File: src/rtl/pll_reset_sequencer_pkg.sv
// Shared definitions for the PLL bring-up sequencer: FSM state encoding.
package pll_seq_pkg;

    typedef enum logic [1:0] {
        ST_WAIT_LOCK = 2'd0,
        ST_STABLE    = 2'd1,
        ST_RUN       = 2'd2,
        ST_FAULT     = 2'd3
    } pll_state_t;

endpackage

File: src/rtl/pll_reset_sequencer_bit_sync.sv
// Reset-to-zero flop chain bringing a single asynchronous bit into the clk domain.
module bit_sync #(
    parameter int unsigned STAGES = 2
) (
    input  logic clk,
    input  logic rst_n,
    input  logic d,
    output logic q
);

    logic [STAGES-1:0] sync_ff;

    always_ff @(posedge clk) begin
        if (!rst_n) begin
            sync_ff <= '0;
        end else begin
            sync_ff <= {sync_ff[STAGES-2:0], d};
        end
    end

    assign q = sync_ff[STAGES-1];

endmodule

File: src/rtl/pll_reset_sequencer.sv
// PLL bring-up controller: qualifies the synchronised lock flag, releases the
// VGA core reset after stable lock, and re-asserts it on lock loss.
module pll_reset_sequencer
    import pll_seq_pkg::*;
#(
    parameter int unsigned SYNC_STAGES       = 2,
    parameter int unsigned STABLE_CYCLES     = 12000,
    parameter int unsigned FAULT_HOLD_CYCLES = 1200,
    parameter int unsigned CNT_W             = 16,
    parameter int unsigned LOSS_W            = 4
) (
    input  logic              clk,
    input  logic              rst_n,
    input  logic              pll_locked_async,
    output logic              core_rst_n,
    output logic              ready,
    output logic [1:0]        state,
    output logic [LOSS_W-1:0] lock_loss_count,
    output logic [4:0]        led
);

    localparam logic [CNT_W-1:0] STABLE_LAST = CNT_W'(STABLE_CYCLES - 1);
    localparam logic [CNT_W-1:0] FAULT_LAST  = CNT_W'(FAULT_HOLD_CYCLES - 1);
    localparam int unsigned      LED_LOSS_W  = (LOSS_W < 4) ? LOSS_W : 4;

    if (SYNC_STAGES < 2 || STABLE_CYCLES < 1 || FAULT_HOLD_CYCLES < 1) begin : g_bad_params
        $error("pll_reset_sequencer: invalid stage or cycle parameter");
    end

    pll_state_t       st;
    logic [CNT_W-1:0] cnt;
    logic             lk;

    bit_sync #(
        .STAGES (SYNC_STAGES)
    ) u_lock_sync (
        .clk   (clk),
        .rst_n (rst_n),
        .d     (pll_locked_async),
        .q     (lk)
    );

    // core_rst_n/ready are assigned alongside every transition into or out of
    // RUN so they track the registered state without a decode stage.
    always_ff @(posedge clk) begin
        if (!rst_n) begin
            st              <= ST_WAIT_LOCK;
            cnt             <= '0;
            lock_loss_count <= '0;
            core_rst_n      <= 1'b0;
            ready           <= 1'b0;
        end else begin
            unique case (st)
                ST_WAIT_LOCK: begin
                    cnt <= '0;
                    if (lk) begin
                        st <= ST_STABLE;
                    end
                end
                ST_STABLE: begin
                    if (!lk) begin
                        st  <= ST_WAIT_LOCK;
                        cnt <= '0;
                    end else if (cnt == STABLE_LAST) begin
                        st         <= ST_RUN;
                        cnt        <= '0;
                        core_rst_n <= 1'b1;
                        ready      <= 1'b1;
                    end else begin
                        cnt <= cnt + 1'b1;
                    end
                end
                ST_RUN: begin
                    cnt <= '0;
                    if (!lk) begin
                        st         <= ST_FAULT;
                        core_rst_n <= 1'b0;
                        ready      <= 1'b0;
                        if (lock_loss_count != '1) begin
                            lock_loss_count <= lock_loss_count + 1'b1;
                        end
                    end
                end
                ST_FAULT: begin
                    if (cnt == FAULT_LAST) begin
                        st  <= ST_WAIT_LOCK;
                        cnt <= '0;
                    end else begin
                        cnt <= cnt + 1'b1;
                    end
                end
                default: begin
                    st         <= ST_WAIT_LOCK;
                    cnt        <= '0;
                    core_rst_n <= 1'b0;
                    ready      <= 1'b0;
                end
            endcase
        end
    end

    assign state = st;

    always_comb begin
        led                   = '0;
        led[4]                = ready;
        led[LED_LOSS_W-1:0]   = lock_loss_count[LED_LOSS_W-1:0];
    end

endmodule

File: config.mk
export PLATFORM = sky130hd
export DESIGN_NAME = pll_reset_sequencer
export DESIGN_NICKNAME = d
export VERILOG_FILES = /design/src/rtl/pll_reset_sequencer_pkg.sv /design/src/rtl/pll_reset_sequencer_bit_sync.sv /design/src/rtl/pll_reset_sequencer.sv
export SDC_FILE = /design/constraint.sdc
export NUM_CORES = 1
export LEC_CHECK = 0
export BUFFER_PORTS_ARGS = -buffer_cell sky130_fd_sc_hd__buf_4
export CORE_MARGIN = 2
export CORE_UTILIZATION = 40
export DETAILED_ROUTE_END_ITERATION = 7
export GPL_TIMING_DRIVEN = 0
export HOLD_SLACK_MARGIN = 0.06
export PLACE_DENSITY_LB_ADDON = 0.2
export REMOVE_ABC_BUFFERS = 1
export SETUP_SLACK_MARGIN = 0.15
export SYNTH_ARGS = -nofsm -noshare
export SYNTH_HDL_FRONTEND = slang
export SYNTH_SLANG_ARGS = --single-unit
export TNS_END_PERCENT = 100
File: constraint.sdc
create_clock -name clk -period 2.1 [get_ports clk]
set_input_delay 0.315 -clock clk [delete_from_list [all_inputs] [get_ports clk]]
set_output_delay 0.315 -clock clk [all_outputs]
set_load 0.05 [all_outputs]
==> results.yml <==
grt:
  grt_max_degree: 17
  antenna_found_initial: 0
  overflow: 0
  grt_pass1_vias: 782
  grt_usage_pct: 13.63
  grt_pass1_wl_mm: 3.505
place:
  portBuffers: 15
  placed_cell_area_um2: 1300
  hpwl_mm: 1.469
  pre_cts_ws_ns: 0.3531
  place.gp.congestion: 0.7287
synthesis:
  ys_ff_latch: 25
  postSynthAreaPerCell_um2: 9.226
  synthTopCellsByArea: "dfxtp_1, xnor2_1, nor2_1"
  syn-cell-area_um2: 1209
  yosysSeqAreaShare_pct: 41.41
  postSynthCellCount: 131
  yosysWarnings: 0
  synth_top_area_share_pct: 41.41
  synth_area_leader_cell: "dfxtp_1"
  yosysUniqueCellTypes: 33
final_layout:
  syn_to_final_growth_pct: 9.731
  layout_commonest_cell: "dfxtp_1"
  ff_latch_area_um2: 500.5
  multi_input_area_um2: 633.1
  post-route-cell-area_um2: 1326
  fill_cells: 267
  final_cell_mix: "dfxtp_1, nor2_1, buf_4, xnor2_1, nand2_1"
  drive_above_1_share_pct: 19.01
  diodes: 0
  final_nets: 148
detailed_routing:
  drt-initial-drc-count: 47
  vias: 903
  first_pass_iters: 6
  viasPerCell: 5.220
  postRouteAntennaNets: 0
  totalWireLength_mm: 2.013
  wl_per_cell_um: 11.64
  drc: 2
sta:
  setup_tns_ns: 0
  hold_ws_ns: 0.1823
  fin_worst_skew_ns: 0.005488
  finalSetupViolCount: 0
  clock.fmax_mhz: 577.8
  worstMarginPinSlew_ns: 0.6538
  rsz0062_at_grt: "false"
  relSlewSlack_pct: 56.32
  finalHoldViolCount: 0
  setup_slack_ns: 0.3692
  fin_crit_sh_pct: 82.42
  slew_violations: 0
  period_minus_slack_ns: 1.731
clock_tree:
  cts_tree: "built"
  htreeDepth: 1
  cts_setup_buffers: 0
  clkSinkCount: 25
  insertion_delay_ns: 0.33
  ctsRootBufferMaster: "clkbuf_4"
  cts.path.max_buffers: 2
  cts-buffers-inserted: 3
  clk_pin_slew_worst_paths_ns: 0.13
  cts.repair.resized: 0
  cts_hold_buf: 0
critical_path:
  critPathLaunchType: "flip-flop"
  critPathKind: "flip-flop to flip-flop"
  arrival_ns: 1.95
  crit_path_max_fanout: 16
  r2r-end: "cnt[7]"
  r2r_slack_ns: 0.37
  cp.required_ns: 2.32
  critPathLaunch: "cnt[0]"
  r2r-start: "cnt[0]"
  ff2ff_path_depth: 5
  end_kind: "flip-flop"
worst_hold_path:
  hold_start: "pll_locked_async"
  hold_depth: 2
  min_to: "u_lock_sync.sync_ff[0]"
  hp-class: "input pin to flip-flop"
power:
  ir_drop_mv: 0.2918
  leakagePower_nw: 0.4753
  power.density_nw_per_um2: 534.2
die:
  core_area_um2: 2805
  ios: 16
  dieArea_um2: 3477
  initial_core_util_pct: 43.09
  die_y_um: 58.97
  core.rowCount: 19
  die_x_um: 58.97
outcome:
  violations: "design-rule violations"
  outcome: "finished, violations left"
job:
  cap_violations: 0
## cells by family after synthesis
group | count (synthesis) | synth area share (%)
xor gates and xnor gates | 16 | 11.59
buffers and inverters | 12 | 6.210
and+or+nand+nor | 68 | 32.40
DFF | 25 | 41.41
adders and majority gates | 2 | 2.070
AOI/OAI and AO/OA | 8 | 6.315
## routing by layer
layer | vias up | share of wire, % | routed length, um | global-route usage [%]
met1 | 412 | 49 | 978 | 17.01
met5 | - | 0 | 0 | 0
li1 | 470 | - | - | -
met2 | 17 | 44 | 895 | 20.95
met4 | 0 | 3.1 | 63 | 9.740
met3 | 4 | 3.8 | 76 | 2.620
## critical path: stages, from the launching register on
cell and delay [ns]:
dfxtp_1 0.37, ha_1 0.22, and3_1 0.27, nand4_1 0.24, a2bb2oi_4 0.43, nor2_1 0.10
## sequential cells by signal, summed over array words and instances, names as in the netlist, named ones only
register / flops
u_lock_sync.sync_ff: 2
state: 1
lock_loss_count: 4
ready: 1
cnt: 16
## through the flow
| step | instances | power, W | utilization [%] |
|---|---|---|---|
| 6_report | 173 | 0.0007084 | 47.28 |
| 5_1_grt | 173 | 0.0007412 | 47.28 |
| 4_1_cts | 173 | 0.0007145 | 47.28 |
| 3_5_place_dp | 169 | 0.0005021 | 46.34 |
| 3_3_place_gp | 169 | 0.0005017 | 46.34 |
| 2_1_floorplan | 123 | 0.0004951 | - |
## synthesized netlist by cell type
cell type and n:
a21boi_0 1, a21o_2 1, a21oi_1 2, a2bb2oi_4 1
and2_1 4, and3_1 3, and3_2 1, and4_4 1
and4b_1 2, and4bb_2 1, buf_4 6, buf_6 1
clkbuf_1 1, dfxtp_1 25, ha_1 2, inv_1 4
nand2_1 10, nand3_1 8, nand4_1 2, nand4_2 2
nand4b_1 1, nor2_1 20, nor2b_1 1, nor3_1 4
nor3b_1 1, nor4_1 5, nor4b_1 1, nor4b_4 1
o21a_1 1, o21ai_0 1, o221a_2 1, xnor2_1 14
xor2_1 2
## power breakdown
group	switching (W)	internal, W
sequential	0.00000183	0.000477
combinational	0.00000686	0.00000611
clock	0.000142	0.0000746
## worst max path at each step
stage	endpoint	slack, ns	cells past startpoint
CTS	cnt[7]	0.33	5
finish	cnt[7]	0.37	5
global placement	cnt[12]	0.42	5
floorplan	lock_loss_count[3]	0.18	5
detailed placement	cnt[14]	0.35	5
global route	cnt[6]	0.18	5
## layout make-up
type	count	area share [%]
Tap cell	31	2.925
Timing Repair Buffer	15	8.491
Sequential cell	25	37.74
Inverter	4	1.132
Clock buffer	4	1.981
Multi-Input combinational cell	94	47.74
Power figures use the tool's default switching activity.
